$ cat config.mk
export PLATFORM = sky130hd
export DESIGN_NAME = md5_search_ctrl
export DESIGN_NICKNAME = d
export VERILOG_FILES = /design/src/rtl/md5_search_pkg.sv /design/src/rtl/md5_cand_odometer.sv /design/src/rtl/md5_search_ctrl.sv
export SDC_FILE = /design/constraint.sdc
export NUM_CORES = 1
export LEC_CHECK = 0
export BUFFER_PORTS_ARGS = -buffer_cell sky130_fd_sc_hd__buf_2
export CORE_AREA = 2 2 548 550
export CTS_CLUSTER_SIZE = 25
export DETAILED_ROUTE_END_ITERATION = 8
export DIE_AREA = 0 0 550 552
export PLACE_DENSITY_LB_ADDON = 0.08
export SYNTH_ARGS = -nofsm -noshare
export SYNTH_HDL_FRONTEND = slang
export SYNTH_SLANG_ARGS = --single-unit
$ cat constraint.sdc
create_clock -name clk -period 8.6 [get_ports clk]
set_input_delay 1.72 -clock clk [delete_from_list [all_inputs] [get_ports clk]]
set_output_delay 1.72 -clock clk [all_outputs]
set_load 0.02 [all_outputs]
$ cat src/rtl/md5_search_pkg.sv
// Shared types and constants for the MD5 brute-force search controller.
// Pipeline depth of the attached core and the maximum candidate length live here.
package md5_search_pkg;

  localparam int MD5_PIPE_LAT = 66;
  localparam int MAX_LEN      = 8;

  typedef enum logic [1:0] {
    ST_IDLE,
    ST_RUN,
    ST_DRAIN,
    ST_DONE
  } state_t;

  function automatic logic [63:0] len_to_bits(input logic [3:0] len);
    return {57'd0, len, 3'd0};
  endfunction

endpackage

$ cat src/rtl/md5_cand_odometer.sv
// MAX_LEN-byte odometer: byte 0 counts fastest, each active byte wraps hi->lo and carries.
// Bytes at or above the active length stay zero; o_last flags the all-hi candidate.
module md5_cand_odometer
  import md5_search_pkg::*;
(
  input  logic                 clk,
  input  logic                 rst_n,
  input  logic                 i_load,
  input  logic                 i_adv,
  input  logic [3:0]           i_len,
  input  logic [7:0]           i_lo,
  input  logic [7:0]           i_hi,
  output logic [8*MAX_LEN-1:0] o_cand,
  output logic                 o_last
);

  logic [MAX_LEN-1:0][7:0] r_byte;
  logic [MAX_LEN-1:0][7:0] w_next;
  logic                    w_carry;
  logic                    w_last;

  always_comb begin
    w_next  = r_byte;
    w_carry = 1'b1;
    w_last  = 1'b1;
    for (int j = 0; j < MAX_LEN; j++) begin
      if (j < int'(i_len)) begin
        if (r_byte[j] != i_hi) w_last = 1'b0;
        if (w_carry) begin
          if (r_byte[j] == i_hi) begin
            w_next[j] = i_lo;
          end else begin
            w_next[j] = r_byte[j] + 8'd1;
            w_carry   = 1'b0;
          end
        end
      end
    end
  end

  always_ff @(posedge clk or negedge rst_n) begin
    if (!rst_n) begin
      r_byte <= '0;
    end else if (i_load) begin
      for (int j = 0; j < MAX_LEN; j++)
        r_byte[j] <= (j < int'(i_len)) ? i_lo : 8'd0;
    end else if (i_adv) begin
      r_byte <= w_next;
    end
  end

  assign o_cand = r_byte;
  assign o_last = w_last;

endmodule

$ cat src/rtl/md5_search_ctrl.sv
// Issues one candidate per cycle into a fixed-latency MD5 pipeline and reports the first
// candidate whose digest equals the target; a valid shift register tracks occupied slots.
module md5_search_ctrl
  import md5_search_pkg::*;
#(
  parameter int PIPE_LAT = MD5_PIPE_LAT,
  parameter int CNT_W    = 48
) (
  input  logic             clk,
  input  logic             rst_n,
  input  logic             start,
  input  logic             abort,
  input  logic [3:0]       cfg_len,
  input  logic [7:0]       cfg_char_lo,
  input  logic [7:0]       cfg_char_hi,
  input  logic [127:0]     cfg_target,
  output logic [447:0]     core_message,
  output logic [63:0]      core_length,
  input  logic [127:0]     core_hash,
  input  logic [511:0]     core_msg_out,
  output logic             busy,
  output logic             done,
  output logic             found,
  output logic [63:0]      found_msg,
  output logic             cfg_err,
  output logic [CNT_W-1:0] tried_count
);

  state_t              r_state;
  logic [3:0]          r_len;
  logic [7:0]          r_lo;
  logic [7:0]          r_hi;
  logic [127:0]        r_target;
  logic [447:0]        r_core_msg;
  logic [63:0]         r_core_len;
  logic                r_issue;
  logic [PIPE_LAT-1:0] r_vld_sr;
  logic                r_busy;
  logic                r_done;
  logic                r_found;
  logic [63:0]         r_found_msg;
  logic                r_cfg_err;
  logic [CNT_W-1:0]    r_tried;

  logic                w_idle;
  logic                w_cfg_ok;
  logic                w_load;
  logic                w_match;
  logic                w_issue;
  logic [3:0]          w_od_len;
  logic [7:0]          w_od_lo;
  logic [7:0]          w_od_hi;
  logic [8*MAX_LEN-1:0] w_cand;
  logic                w_od_last;
  logic [6:0]          w_shamt;
  logic                w_unused;

  assign w_idle   = (r_state == ST_IDLE) || (r_state == ST_DONE);
  assign w_cfg_ok = (cfg_len != 4'd0) && (cfg_len <= 4'(MAX_LEN)) && (cfg_char_lo <= cfg_char_hi);
  assign w_load   = w_idle && start && w_cfg_ok;

  // r_issue marks the core_message register; the shift register then follows the core's
  // pipeline so its tail lines up with the digest of that same message.
  assign w_match  = r_vld_sr[PIPE_LAT-1] && (core_hash == r_target) && !r_found;
  assign w_issue  = (r_state == ST_RUN) && !w_match;

  assign w_od_len = w_load ? cfg_len     : r_len;
  assign w_od_lo  = w_load ? cfg_char_lo : r_lo;
  assign w_od_hi  = w_load ? cfg_char_hi : r_hi;
  assign w_shamt  = 7'd64 - {r_len, 3'd0};
  assign w_unused = ^core_msg_out[447:0];

  md5_cand_odometer u_odo (
    .clk    (clk),
    .rst_n  (rst_n),
    .i_load (w_load),
    .i_adv  (w_issue),
    .i_len  (w_od_len),
    .i_lo   (w_od_lo),
    .i_hi   (w_od_hi),
    .o_cand (w_cand),
    .o_last (w_od_last)
  );

  always_ff @(posedge clk or negedge rst_n) begin
    if (!rst_n) begin
      r_state     <= ST_IDLE;
      r_len       <= '0;
      r_lo        <= '0;
      r_hi        <= '0;
      r_target    <= '0;
      r_core_msg  <= '0;
      r_core_len  <= '0;
      r_issue     <= 1'b0;
      r_vld_sr    <= '0;
      r_busy      <= 1'b0;
      r_done      <= 1'b0;
      r_found     <= 1'b0;
      r_found_msg <= '0;
      r_cfg_err   <= 1'b0;
      r_tried     <= '0;
    end else begin
      r_vld_sr <= {r_vld_sr[PIPE_LAT-2:0], r_issue};
      r_issue  <= w_issue;

      if (w_issue) begin
        r_core_msg <= {{(448-8*MAX_LEN){1'b0}}, w_cand};
        r_core_len <= len_to_bits(r_len);
        if (r_tried != '1) r_tried <= r_tried + 1'b1;
      end

      if (w_match) begin
        r_found     <= 1'b1;
        r_found_msg <= core_msg_out[511:448] >> w_shamt;
      end

      case (r_state)
        ST_IDLE, ST_DONE: begin
          if (start) begin
            r_found     <= 1'b0;
            r_found_msg <= '0;
            r_tried     <= '0;
            if (w_cfg_ok) begin
              r_state   <= ST_RUN;
              r_len     <= cfg_len;
              r_lo      <= cfg_char_lo;
              r_hi      <= cfg_char_hi;
              r_target  <= cfg_target;
              r_cfg_err <= 1'b0;
              r_busy    <= 1'b1;
              r_done    <= 1'b0;
            end else begin
              r_state   <= ST_DONE;
              r_cfg_err <= 1'b1;
              r_busy    <= 1'b0;
              r_done    <= 1'b1;
            end
          end
        end
        ST_RUN: begin
          if (w_match || abort || (w_issue && w_od_last)) r_state <= ST_DRAIN;
        end
        ST_DRAIN: begin
          if ((r_vld_sr == '0) && !r_issue) begin
            r_state <= ST_DONE;
            r_busy  <= 1'b0;
            r_done  <= 1'b1;
          end
        end
        default: r_state <= ST_IDLE;
      endcase
    end
  end

  assign core_message = r_core_msg;
  assign core_length  = r_core_len;
  assign busy         = r_busy;
  assign done         = r_done;
  assign found        = r_found;
  assign found_msg    = r_found_msg;
  assign cfg_err      = r_cfg_err;
  assign tried_count  = r_tried;

endmodule

==> results of run 1 <==
power breakdown:
part | switching, mW | internal, mW | leakage, nW
registers | 1.02 | 2.91 | 6.04
clock network | 1.32 | 2.04 | 1.28
logic | 3.28 | 1.69 | 9.21
total | 5.62 | 6.65 | 16.5
cell type report:
class                      count  area, um^2  share of cell area
clock buffer                 110        2267             0.06200
clock inverter                26       331.6            0.009067
tap                         3958        4952              0.1354
inverter                      94       352.8            0.009648
timing repair buffer         573        3068             0.08389
antenna                       13       32.53           0.0008896
sequential                   465       11640              0.3183
multi-input combinational   2466       13930              0.3808
critical path: stages:
cell	delay [ns]
buf_2	0.35
inv_1	0.25
ha_1	0.37
nand4_1	0.16
o21a_1	0.35
o31ai_1	0.65
and2_1	0.70
o22ai_1	0.19
nor3_2	0.46
o211ai_2	0.44
or4_1	0.89
nand2_1	0.19
mux2_2	0.35
synth_stat cells, drive strengths merged (5+ instances only):
| library cell | count |
|---|---|
| nand2 | 647 |
| buf | 481 |
| dfrtp | 465 |
| nor2 | 199 |
| clkbuf | 149 |
| xnor2 | 126 |
| mux2i | 120 |
| o21ai | 114 |
| nand3 | 96 |
| inv | 94 |
| xor2 | 85 |
| a21oi | 74 |
| nand2b | 62 |
| o22ai | 56 |
| nand4 | 44 |
| nor4 | 44 |
| nor2b | 41 |
| and3 | 25 |
| a211oi | 22 |
| mux2 | 22 |
| ha | 20 |
| mux4 | 20 |
| a31oi | 19 |
| nor3 | 19 |
| o2111ai | 16 |
| o221ai | 12 |
| o211ai | 10 |
| or3 | 10 |
| a2111oi | 9 |
| and2 | 9 |
| o21a | 9 |
| a221oi | 8 |
| and4 | 8 |
| a222oi | 7 |
| o31ai | 7 |
| or2 | 6 |
| o22a | 5 |
| or4 | 5 |
how the worst max path moves through the flow:
stage	from	endpoint	depth (start not counted)
6_report	cfg_char_hi[3]	u_odo.o_cand[51]	13
3_5_place_dp	core_hash[110]	u_odo.o_cand[61]	12
3_3_place_gp	core_hash[110]	u_odo.o_cand[59]	12
5_1_grt	core_hash[110]	u_odo.o_cand[61]	12
2_1_floorplan	cfg_char_hi[2]	u_odo.o_cand[50]	17
4_1_cts	core_hash[110]	u_odo.o_cand[57]	12
per-layer routing:
| metal | track usage | wire [um] | up-vias |
|---|---|---|---|
| met5 | 0 | 414 | - |
| met4 | 0.02831 | 4293 | 66 |
| met3 | 0.02376 | 8443 | 275 |
| met2 | 0.1559 | 69370 | 751 |
| met1 | 0.1250 | 67520 | 11385 |
| li1 | - | - | 10869 |
sequential cells by signal, indices dropped and copies added (netlist names), 2 cells and up:
name          count
core_length       4
core_message     64
found_msg        64
r_hi              8
r_len             4
r_lo              8
r_state           2
r_target        128
r_vld_sr         66
tried_count      48
u_odo.o_cand     64
logic make-up (layout without fill, tap and decap cells):
logic type      Yosys count  in the layout  share of synthesized area
simple gates           1220           1220                     0.1936
fa+ha+maj                20             20                   0.008860
compound gates          409            409                    0.09524
buf+inv                 724            803                     0.1571
xor+xnor                211            211                    0.06570
flops                   465            465                     0.4120
other cells               1            457                  0.0001328
mux                     162            162                    0.06738
through the flow:
| stage | worst slack [ns] | std cells | utilization |
|---|---|---|---|
| 2_1_floorplan | 3.087 | 3655 | - |
| 3_3_place_gp | 1.137 | 7556 | 0.1138 |
| 3_5_place_dp | 1.148 | 7556 | 0.1138 |
| 4_1_cts | 1.969 | 7692 | 0.1225 |
| 5_1_grt | 1.913 | 7699 | 0.1226 |
| 6_report | 2.112 | 7705 | 0.1226 |
==> reports/results.ini, run 1 <==
[worst_setup_path]
worstPathRequired_ns = 9.22
r2r_end = u_odo.o_cand[61]
startpoint_type = input pin
end_kind = register
crit_type = in -> reg
cp_max_fo = 12
rrSetupSlack_ns = 3.11
reg2reg_depth = 11
r2r_start = r_target[110]
arrival_ns = 7.11

[global_route]
grt_overflow = 0
antenna_found_initial = 74
grtUsageTotal = 0.09618
grt_pass1_vias = 23990
grt_pass1_wl_mm = 205.4
grt_max_degree = 117

[synth]
synth_area_leaders = dfrtp_1 41%, buf_4 12%, nand2_1 8.6%, mux2i_1 4.2%, xnor2_1 3.9%
synth_top_area_cell = dfrtp_1
netlist_area_um2 = 28240
ys.flop_type = dfrtp_1
avgSynthCellArea_um2 = 8.793
synth_top_area_frac = 0.4120
synth_edf_count = 0
ys_seq_elements = 465
yosysUniqueCellTypes = 89
syn_inst = 3212
yosysSeqAreaShare = 0.4120
ys_async_sr_fraction = 1.000
ys.warnings.count = 0

[min_path]
whs_path_depth = 0
hp-start = r_vld_sr[14]
worstHoldEndpoint = r_vld_sr[15]
min_path_type = reg -> reg

[placed_design]
place_area_um2 = 33940
hpwlAfterDp_mm = 111.6
portBuffers = 527
routabilityCongestion = 0.7395

[routing]
drc = 0
routed_wl_mm = 150.0
first_pass_iters = 6
post_drt_wl_per_cell_um = 19.47
viasPerCell = 3.030
ant_nets = 0
drtIter0Drc = 1207
vias = 23346

[cts]
holdBufCountCts = 0
numClockSinks = 465
clock_latency_ns = 0.81
cts_made_buffers = 80
clockBufferDepth = 4
postCtsResizedCells = 0
tritoncts = built
post_cts_buffers = 0
clkSlewWorstSetupHoldPaths_ns = 0.06
clockRootBuffer = clkbuf_16
h-tree-depth = 3

[sta]
whs_ns = 0.3400
slew_viol_final = 0
setup_viol = 0
max_freq_mhz = 154.1
fin_worst_skew_ns = 0.09442
period_minus_slack_ns = 6.488
grt_setup_unrepaired = false
hold_viol_final = 0
slew_headroom = 0.1965
worstMarginPinSlew_ns = 1.172
tns_ns = 0
finalCritPeriodShare = 0.7545

[die]
initial_core_util = 0.09470
die_area_um2 = 303600
die_height_um = 552
rows = 201
ios = 1420
fp.coreArea_um2 = 298300
die_w_um = 550

[power_and_ir_drop]
power_density_nw_per_um2 = 335.6
p_total_mw = 12.27
peakVddDrop_v = 0.0001806
leakagePower_nw = 16.52

[cells_and_area]
final.fill_count = 34522
drive_gt1_frac = 0.2065
nets = 4492
final_cell_mix = 646 x nand2_1, 526 x buf_2, 464 x dfrtp_1, 444 x conb_1, 199 x nor2_1
final_common_cell = nand2_1
fin_area_um2 = 36570
syn_to_final_growth_pct = 29.48

[flow_run]
max_cap_violations = 0

[run_status]
status = finished, final reports clean

Power figures use the tool's default switching activity.
==> inputs of run 2 (changes only) <==
==> constraint.sdc (replaced) <==
create_clock -name clk -period 5.3 [get_ports clk]
set_input_delay 1.06 -clock clk [delete_from_list [all_inputs] [get_ports clk]]
set_output_delay 1.06 -clock clk [all_outputs]
set_load 0.02 [all_outputs]
==> reports/results.ini, run 2 (synthesis results as in run 1) <==
[worst_setup_path]
cp_slowest_stage_delay_ns = 0.64
worstPathRequired_ns = 5.90
arrival_ns = 5.29
rrSetupSlack_ns = 0.68
r2r_start = r_state[1]
crit_start = cfg_char_lo[1]
timing.critical_path.buf_inv = 3
path_cells = buf_2 -> ha_1 -> nor2b_1 -> o211a_1 -> buf_4 -> o21ai_2 -> nand4_1 -> a21o_1 -> a2111o_1 -> o21ai_2 -> o211ai_2 -> buf_4 -> or4b_4 -> or4_1 -> nand3_1
r2r_end = u_odo.o_cand[54]
reg2reg_depth = 14
slowest_stage = or4b_4
startpoint_type = input pin
crit_family = compound AO/OA/AOI/OAI gates
cp_max_fo = 11
crit_type = in -> reg
end_kind = register

[cells_and_area]
largest_reg_flops = 128
regMostFlops = r_target
final_common_cell = nand2_1
final_core_util = 0.1259
final_cell_mix = 646 x nand2_1, 526 x buf_2, 464 x dfrtp_1, 444 x conb_1, 199 x nor2_1
nets = 4611
drive_gt1_frac = 0.2305
syn_to_final_growth_pct = 32.93
top_regs = r_target x128, r_vld_sr x66
fin_area_um2 = 37540

[sta]
grt_setup_unrepaired = false
finalCritPeriodShare = 0.8856
tns_ns = 0
slew_headroom = 0.3985
whs_ns = 0.3672
period_minus_slack_ns = 4.694
worstMarginPinSlew_ns = 0.9023
max_freq_mhz = 213.1
setup_viol = 0
fin_worst_skew_ns = 0.07630
slew_viol_final = 0
hold_viol_final = 0

[placed_design]
portBuffers = 527
hpwlAfterDp_mm = 115.1
routabilityCongestion = 0.7400
place_area_um2 = 34910

[routing]
wl_met3_mm = 9.450
ant_nets = 0
vias = 23855
drt-met1-wl_mm = 66.70
drc = 0
viasPerCell = 3.045
wl_met2_mm = 69.91
drtIter0Drc = 1296
post_drt_wl_per_cell_um = 19.21
first_pass_iters = 5
maxUsedRoutingLayer = met5
routed_wl_mm = 150.5

[cts]
holdBufCountCts = 0
h-tree-depth = 3
numClockSinks = 465
clockBufferDepth = 3
clkSlewWorstSetupHoldPaths_ns = 0.06
clock_latency_ns = 0.72
post_cts_buffers = 0
cts_made_buffers = 76
postCtsResizedCells = 0
tritoncts = built
clockRootBuffer = clkbuf_16

[power_and_ir_drop]
leakagePower_nw = 17.09
p_total_mw = 20.12
power_density_nw_per_um2 = 535.9
peakVddDrop_v = 0.0003341

[die]
rows = 201
die_height_um = 552
initial_core_util = 0.09470
die_area_um2 = 303600
ios = 1420
die_w_um = 550
fp.coreArea_um2 = 298300

[global_route]
grt_pass1_wl_mm = 208.0
grt_max_degree = 113
grt_overflow = 0
grt_pass1_vias = 24689
antenna_found_initial = 90
grtUsageTotal = 0.09699

[min_path]
min_path_type = in -> async

[flow_run]
max_cap_violations = 0

[run_status]
status = finished, final reports clean

==> run 2: cell count changes in the layout (fill, tap and decap cells not counted), moves of 5 or more <==
cell       delta
buf_12        +5
buf_4       +118
clkbuf_16     -6
clkinv_16     +5
clkinv_2      -6
diode_2       +7
==> run 2: area by class of cell <==
| class | count | area (um^2) |
|---|---|---|
| tap | 3958 | 4952 |
| clock inverter | 28 | 441.7 |
| timing repair buffer | 696 | 4054 |
| fill | 34521 | 260700 |
| clock buffer | 107 | 2138 |
| sequential | 465 | 11640 |
| multi-input combinational | 2466 | 13920 |
| antenna | 20 | 50.05 |
| inverter | 94 | 352.8 |
==> run 2: worst max path at each step <==
stage                             endpoint  slack, ns  depth (start not counted)
after floorplan           u_odo.o_cand[50]       0.45                         17
after global placement          r_state[1]      -0.22                         19
after detailed placement        r_state[1]      -0.18                         19
after CTS                       r_state[1]       0.47                         17
after global routing            r_state[1]       0.34                         18
final                     u_odo.o_cand[32]       0.61                         15
==> run 2: worst register-to-register path: cells and delay by family (launching register included) <==
family | cells | cell delay (ns)
AO/OA/AOI/OAI | 3 | 0.63
adder cells (fa/ha/maj) | 1 | 0.43
buffers and inverters | 3 | 0.85
flip-flops | 1 | 0.40
AND/OR/NAND/NOR | 6 | 1.95
multiplexers | 1 | 0.23
==> run 2: power by group <==
| group | switching, mW | internal [mW] |
|---|---|---|
| registers | 1.70 | 4.73 |
| logic | 5.32 | 3.05 |
| clock network | 2.22 | 3.10 |
==> run 2: through the flow <==
| step | std cells | setup slack [ns] |
|---|---|---|
| global route | 7825 | 0.3404 |
| CTS | 7814 | 0.4690 |
| finish | 7834 | 0.6064 |
| detailed placement | 7679 | -0.1794 |
| global placement | 7679 | -0.2248 |
| floorplan | 3655 | 0.4465 |
==> run 2: per-layer routing <==
layer,track usage,up-vias
met5,0,-
met3,0.02742,268
met2,0.1589,786
met1,0.1234,11609
met4,0.02620,68
li1,-,11124
